## src/rtl/three_lane_demux_if.sv

```systemverilog
// Bus bundle for three_lane_demux: the serial sample stream in, the three-lane
// frame stream out, plus the frame counter and a debug view of the lane pointer.
interface three_lane_demux_if #(
   parameter int SAMPLE_W = 16,
   parameter int CNT_W    = 16
);
   // Handshakes: a transfer happens on a posedge where valid and ready are both 1;
   // the source holds its payload stable until then, and ready never looks at valid.
   logic                       in_valid;
   logic signed [SAMPLE_W-1:0] in_data;
   logic                       in_ready;
   logic                       flush;
   logic                       out_valid;
   logic                       out_ready;
   logic signed [SAMPLE_W-1:0] out_x0;
   logic signed [SAMPLE_W-1:0] out_x1;
   logic signed [SAMPLE_W-1:0] out_x2;
   logic                       out_pad;
   logic [CNT_W-1:0]           frame_cnt;
   logic [1:0]                 dbg_lane;

   modport master (
      output in_valid, in_data, flush, out_ready,
      input  in_ready, out_valid, out_x0, out_x1, out_x2, out_pad, frame_cnt, dbg_lane
   );

   modport slave (
      input  in_valid, in_data, flush, out_ready,
      output in_ready, out_valid, out_x0, out_x1, out_x2, out_pad, frame_cnt, dbg_lane
   );
endinterface

```

## src/rtl/three_lane_demux.sv

```systemverilog
// Serial-to-three-parallel demux feeding a three-parallel filter: gathers x(3k),
// x(3k+1), x(3k+2) into one registered frame, with flush-driven zero padding.
module three_lane_demux #(
   parameter int SAMPLE_W = 16,
   parameter int CNT_W    = 16
) (
   input logic               clk,
   input logic               rst,
   three_lane_demux_if.slave bus
);
   typedef enum logic [1:0] {
      LANE0 = 2'd0,
      LANE1 = 2'd1,
      LANE2 = 2'd2
   } lane_t;

   lane_t                      lane_q, lane_d, lane_acc;
   logic signed [SAMPLE_W-1:0] slot0_q, slot0_d, slot1_q, slot1_d;
   logic signed [SAMPLE_W-1:0] x0_q, x0_d, x1_q, x1_d, x2_q, x2_d;
   logic signed [SAMPLE_W-1:0] g0, g1;
   logic                       valid_q, valid_d, pad_q, pad_d;
   logic [CNT_W-1:0]           cnt_q, cnt_d;
   logic                       slot_free, accept, deliver, close_full, flush_ok, load;

   // Only lanes 0 and 1 need gather storage: the lane-2 sample goes straight
   // into the output frame on the cycle it is accepted.
   always_comb begin
      deliver    = valid_q && bus.out_ready;
      slot_free  = !valid_q || bus.out_ready;
      accept     = bus.in_valid && ((lane_q != LANE2) || slot_free);
      close_full = accept && (lane_q == LANE2);
      g0         = slot0_q;
      g1         = slot1_q;
      lane_acc   = lane_q;
      if (accept) begin
         unique case (lane_q)
            LANE0: begin
               g0       = bus.in_data;
               lane_acc = LANE1;
            end
            LANE1: begin
               g1       = bus.in_data;
               lane_acc = LANE2;
            end
            default: lane_acc = LANE0;
         endcase
      end
      // A flush only closes a frame that still has something in it after this
      // cycle's accept; a third sample closing the frame makes flush redundant.
      flush_ok = bus.flush && slot_free && (lane_acc != LANE0);
      load     = close_full || flush_ok;

      lane_d  = lane_acc;
      slot0_d = g0;
      slot1_d = g1;
      x0_d    = x0_q;
      x1_d    = x1_q;
      x2_d    = x2_q;
      pad_d   = pad_q;
      valid_d = valid_q;
      cnt_d   = deliver ? cnt_q + {{(CNT_W-1){1'b0}}, 1'b1} : cnt_q;

      if (load) begin
         x0_d    = g0;
         x1_d    = g1;
         x2_d    = close_full ? bus.in_data : '0;
         pad_d   = !close_full;
         valid_d = 1'b1;
         lane_d  = LANE0;
         slot0_d = '0;
         slot1_d = '0;
      end else if (deliver) begin
         valid_d = 1'b0;
      end
   end

   always_ff @(posedge clk or negedge rst) begin
      if (!rst) begin
         lane_q  <= LANE0;
         slot0_q <= '0;
         slot1_q <= '0;
         x0_q    <= '0;
         x1_q    <= '0;
         x2_q    <= '0;
         pad_q   <= 1'b0;
         valid_q <= 1'b0;
         cnt_q   <= '0;
      end else begin
         lane_q  <= lane_d;
         slot0_q <= slot0_d;
         slot1_q <= slot1_d;
         x0_q    <= x0_d;
         x1_q    <= x1_d;
         x2_q    <= x2_d;
         pad_q   <= pad_d;
         valid_q <= valid_d;
         cnt_q   <= cnt_d;
      end
   end

   assign bus.in_ready  = (lane_q != LANE2) || slot_free;
   assign bus.out_valid = valid_q;
   assign bus.out_x0    = x0_q;
   assign bus.out_x1    = x1_q;
   assign bus.out_x2    = x2_q;
   assign bus.out_pad   = pad_q;
   assign bus.frame_cnt = cnt_q;
   assign bus.dbg_lane  = lane_q;
endmodule
```

## src/flat_wrapper.sv

```systemverilog
// flat-port wrapper written by rule: the top's interface ports become plain ports
module three_lane_demux_flat 
#(
   parameter int SAMPLE_W = 16,
   parameter int CNT_W    = 16
)
  (clk, rst, bus_in_valid, bus_in_data, bus_flush, bus_out_ready, bus_in_ready, bus_out_valid, bus_out_x0, bus_out_x1, bus_out_x2, bus_out_pad, bus_frame_cnt, bus_dbg_lane);
  three_lane_demux_if #(.SAMPLE_W(SAMPLE_W), .CNT_W(CNT_W)) bus_i ();
  input logic clk;
  input logic rst;
  input wire logic [$bits(bus_i.in_valid)-1:0] bus_in_valid;
  input wire logic [$bits(bus_i.in_data)-1:0] bus_in_data;
  input wire logic [$bits(bus_i.flush)-1:0] bus_flush;
  input wire logic [$bits(bus_i.out_ready)-1:0] bus_out_ready;
  output wire logic [$bits(bus_i.in_ready)-1:0] bus_in_ready;
  output wire logic [$bits(bus_i.out_valid)-1:0] bus_out_valid;
  output wire logic [$bits(bus_i.out_x0)-1:0] bus_out_x0;
  output wire logic [$bits(bus_i.out_x1)-1:0] bus_out_x1;
  output wire logic [$bits(bus_i.out_x2)-1:0] bus_out_x2;
  output wire logic [$bits(bus_i.out_pad)-1:0] bus_out_pad;
  output wire logic [$bits(bus_i.frame_cnt)-1:0] bus_frame_cnt;
  output wire logic [$bits(bus_i.dbg_lane)-1:0] bus_dbg_lane;
  assign bus_i.in_valid = bus_in_valid;
  assign bus_i.in_data = bus_in_data;
  assign bus_i.flush = bus_flush;
  assign bus_i.out_ready = bus_out_ready;
  assign bus_in_ready = bus_i.in_ready;
  assign bus_out_valid = bus_i.out_valid;
  assign bus_out_x0 = bus_i.out_x0;
  assign bus_out_x1 = bus_i.out_x1;
  assign bus_out_x2 = bus_i.out_x2;
  assign bus_out_pad = bus_i.out_pad;
  assign bus_frame_cnt = bus_i.frame_cnt;
  assign bus_dbg_lane = bus_i.dbg_lane;
  three_lane_demux #(.SAMPLE_W(SAMPLE_W), .CNT_W(CNT_W)) u_core (.clk(clk), .rst(rst), .bus(bus_i));
endmodule
```

## config.mk

```make
export PLATFORM = sky130hd
export DESIGN_NAME = three_lane_demux_flat
export DESIGN_NICKNAME = d
export VERILOG_FILES = /design/src/rtl/three_lane_demux_if.sv /design/src/rtl/three_lane_demux.sv /design/src/flat_wrapper.sv
export SDC_FILE = /design/constraint.sdc
export NUM_CORES = 1
export LEC_CHECK = 0
export ABC_AREA = 0
export BUFFER_PORTS_ARGS = -buffer_cell sky130_fd_sc_hd__buf_4
export CAP_MARGIN = 20
export CORE_MARGIN = 1
export CORE_UTILIZATION = 45
export CTS_BUF_LIST = sky130_fd_sc_hd__clkbuf_8
export DETAILED_ROUTE_END_ITERATION = 10
export HOLD_SLACK_MARGIN = 0.15
export PLACE_DENSITY = 0.7
export REMOVE_ABC_BUFFERS = 1
export SLEW_MARGIN = 20
export SYNTH_ARGS = -nofsm -noshare
export SYNTH_HDL_FRONTEND = slang
export SYNTH_SLANG_ARGS = --single-unit
```

## constraint.sdc

```tcl
create_clock -name clk -period 2.1 [get_ports clk]
set_input_delay 0.315 -clock clk [delete_from_list [all_inputs] [get_ports clk]]
set_output_delay 0.315 -clock clk [all_outputs]
set_load 0.05 [all_outputs]
```

==> flow_metrics.tcl <==
set metrics [dict create \
    status "finished clean" \
    ys_warn_count 0 \
    grt_pass1_wl_mm 13.0 \
    avgSynthCellArea_um2 12.0 \
    path_max_fanout 8 \
    fmax_mhz 537 \
    drc_errors 0 \
    die_h_um 96.1 \
    ios 90 \
    p_sw_mw 3.41 \
    seqPwrFrac_pct 38.3 \
    placed_area_mm2 0.00472 \
    r2r-end "u_core.bus.out_x2[3]" \
    clk_latency_ns 0.37 \
    fin_crit_ns 1.86 \
    seq_area_frac_synth_pct 62.9 \
    antenna_cells 0 \
    area_growth_pct 24.7 \
    yosysTopAreaCell "dfrtp_1" \
    cts_root_buffer "clkbuf_8" \
    ir_worst_vdd_uv 770 \
    hold_path.class "in -> reg" \
    grt_start_max_net_pins 101 \
    finalHoldViolations 0 \
    p_comb_share_pct 43.7 \
    yosys_register_bits 100 \
    endpoint "bus_in_ready" \
    cp-start-kind "register" \
    ys.flop_type "dfrtp_1" \
    rrSetupSlack_ns 0.30 \
    wl_per_cell_um 15.3 \
    yosysMostFrequentCell "dfrtp_1" \
    skew_ns 0.0141 \
    cts_htree_levels 3 \
    netlist_top_cells_count "100 x dfrtp_1, 40 x nand2_1, 40 x nor2_1" \
    intPower_mw 4.29 \
    clock_power_share_pct 17.9 \
    endpoint_kind "output port" \
    reg2reg_from "u_core.bus.dbg_lane[0]" \
    busiest_layer "met2" \
    vias_per_cell 5.14 \
    final_nets 442 \
    clock_sinks 100 \
    numCtsBuffers 9 \
    path_clk_slew_ns 0.10 \
    worst_ep_required_time_ns 1.78 \
    core_mm2 0.00838 \
    start_util_pct 47.5 \
    met2_usage_pct 29.6 \
    grt_usage_pct 18.9 \
    use_met3_pct 6.87 \
    reg2reg_depth 4 \
    grt-ovfl-total 0 \
    grt_use_met1_pct 24.8 \
    fp.dieW_um 96.1 \
    relSlewSlack_pct 59.8 \
    ant_nets 0 \
    final_area_mm2 0.00496 \
    synth_edf_count 0 \
    synth.area.top_cells "dfrtp_1 63%, mux2i_1 8.0%, nand2_1 3.8%" \
    swShare_pct 44.3 \
    critPathKind "reg -> out" \
    grt_pass1_vias 2707 \
    postSynthCellCount 333 \
    dieArea_mm2 0.00923 \
    finalCritPeriodShare_pct 88.7 \
    power_mw 7.71 \
    maxCapViolations 0 \
    yosys.area.top_type_share_pct 62.9 \
    synthArstFlopShare_pct 100 \
    cts_tree "built" \
    tightest_slew_ns 0.602 \
    synth.distinct_cells 36 \
    drt_iter0_markers 136 \
    dr.pass1.iters 6 \
    drv_slew 0 \
    vias 2722 \
    layout-drive-gt1-share_pct 28.7 \
    dp_hpwl_mm 5.17 \
    cts_max_path_buffers 2 \
    whs_ns 0.181 \
    antenna_found_initial 0 \
    wirelength_mm 8.12 \
    setup_violations 0 \
    portBuffers 89 \
    p_leak_nw 2.55 \
    post_cts_buffers 0 \
    final_core_util_pct 59.2 \
    synth_area_mm2 0.00398 \
    cp.arrival_ns 1.55 \
    gp_congestion 0.769 \
    rows 33 \
    rsz0062_at_grt "false" \
    startpoint "u_core.bus.dbg_lane[1]" \
    p_per_area_mw_per_mm2 1550 \
]
-- final cells by class --
class	count	area (µm²)
clock buffers	9	124
clock inverters	7	106
fillers	724	3420
inverters	3	11.3
multi-input cells	211	1340
flip-flops and latches	100	2500
well taps	105	131
repair buffers	95	753
-- worst max-delay path, stage by stage (launching register included) --
cell     delay (ns)
dfrtp_1        0.51
inv_2          0.12
or3_1          0.37
buf_4          0.20
-- worst min path at each step --
stage / start / slack, ns / cells after the start / to
CTS: bus_in_data[4] / 0.16 / 2 / u_core.bus.out_x2[4]
finish: bus_in_data[10] / 0.18 / 2 / u_core.bus.out_x2[10]
global placement: rst / 0.42 / 2 / u_core.bus.out_pad
global route: bus_in_data[12] / 0.17 / 2 / u_core.bus.out_x2[12]
detailed placement: rst / 0.42 / 2 / u_core.bus.out_pad
floorplan: rst / 0.02 / 0 / u_core.bus.dbg_lane[0]
-- cells in the final DEF, fill, tap and decap left out, drive strengths merged, types with 3 or more instances in the layout --
master  Yosys  final
nor2       40     40
o21ai      33     33
a22o       16     16
clkbuf      1      9
xor2        6      6
a21oi       3      3
nand4       5      5
mux2i      32     32
buf        18     94
dfrtp     100    100
nand2      40     40
nand3       5      5
inv         3      6
nor3        5      5
xnor2       9      9
-- power by group through the flow --
| stage | clock [mW] | combinational (mW) | sequential [mW] |
|---|---|---|---|
| global route | 1.49 | 3.62 | 3.02 |
| floorplan | 0 | 0.904 | 4.34 |
| CTS | 1.42 | 3.40 | 2.96 |
| global placement | 0 | 3.34 | 2.97 |
| detailed placement | 0 | 3.40 | 2.99 |
| finish | 1.38 | 3.37 | 2.95 |
-- logic make-up (layout without fill, tap and decap cells) --
kind of cell,Yosys count,count (layout),share of synthesized area (%)
and+or+nand+nor,105,105,11.7
DFF,100,100,62.9
AOI/OAI and AO/OA,57,57,9.71
muxes,33,33,8.33
buffers and inverters,22,114,3.77
xor gates and xnor gates,15,15,3.30
adders and majority gates,1,1,0.314
-- metal layers --
layer | up-vias | share of wire, %
met3 | 7 | 6.5
li1 | 1312 | -
met2 | 74 | 46
met1 | 1329 | 47
met5 | - | 0
met4 | 0 | 0.82
-- state kept, by name (all words and copies together), names as in the netlist --
register and flops:
u_core.slot0_q 16, u_core.slot1_q 16, u_core.bus.out_pad 1, u_core.bus.out_x1 16
u_core.bus.dbg_lane 2, u_core.bus.out_x0 16, u_core.bus.frame_cnt 16, u_core.bus.out_x2 16
u_core.bus.out_valid 1
-- stage by stage --
stage                     setup slack (ns)  setup TNS [ns]  instances
final                                0.236               0        530
after global routing                 0.155               0        530
after CTS                            0.213               0        530
after detailed placement             0.301               0        513
after global placement               0.340               0        513
after floorplan                     -0.923          -49.87        314
-- repair_timing --
item                                   CTS  global route
hold buffers                             1             0
endpoints found under the hold margin  100             0
gates resized for setup                  0             0
(Power assumes the default switching activity.)
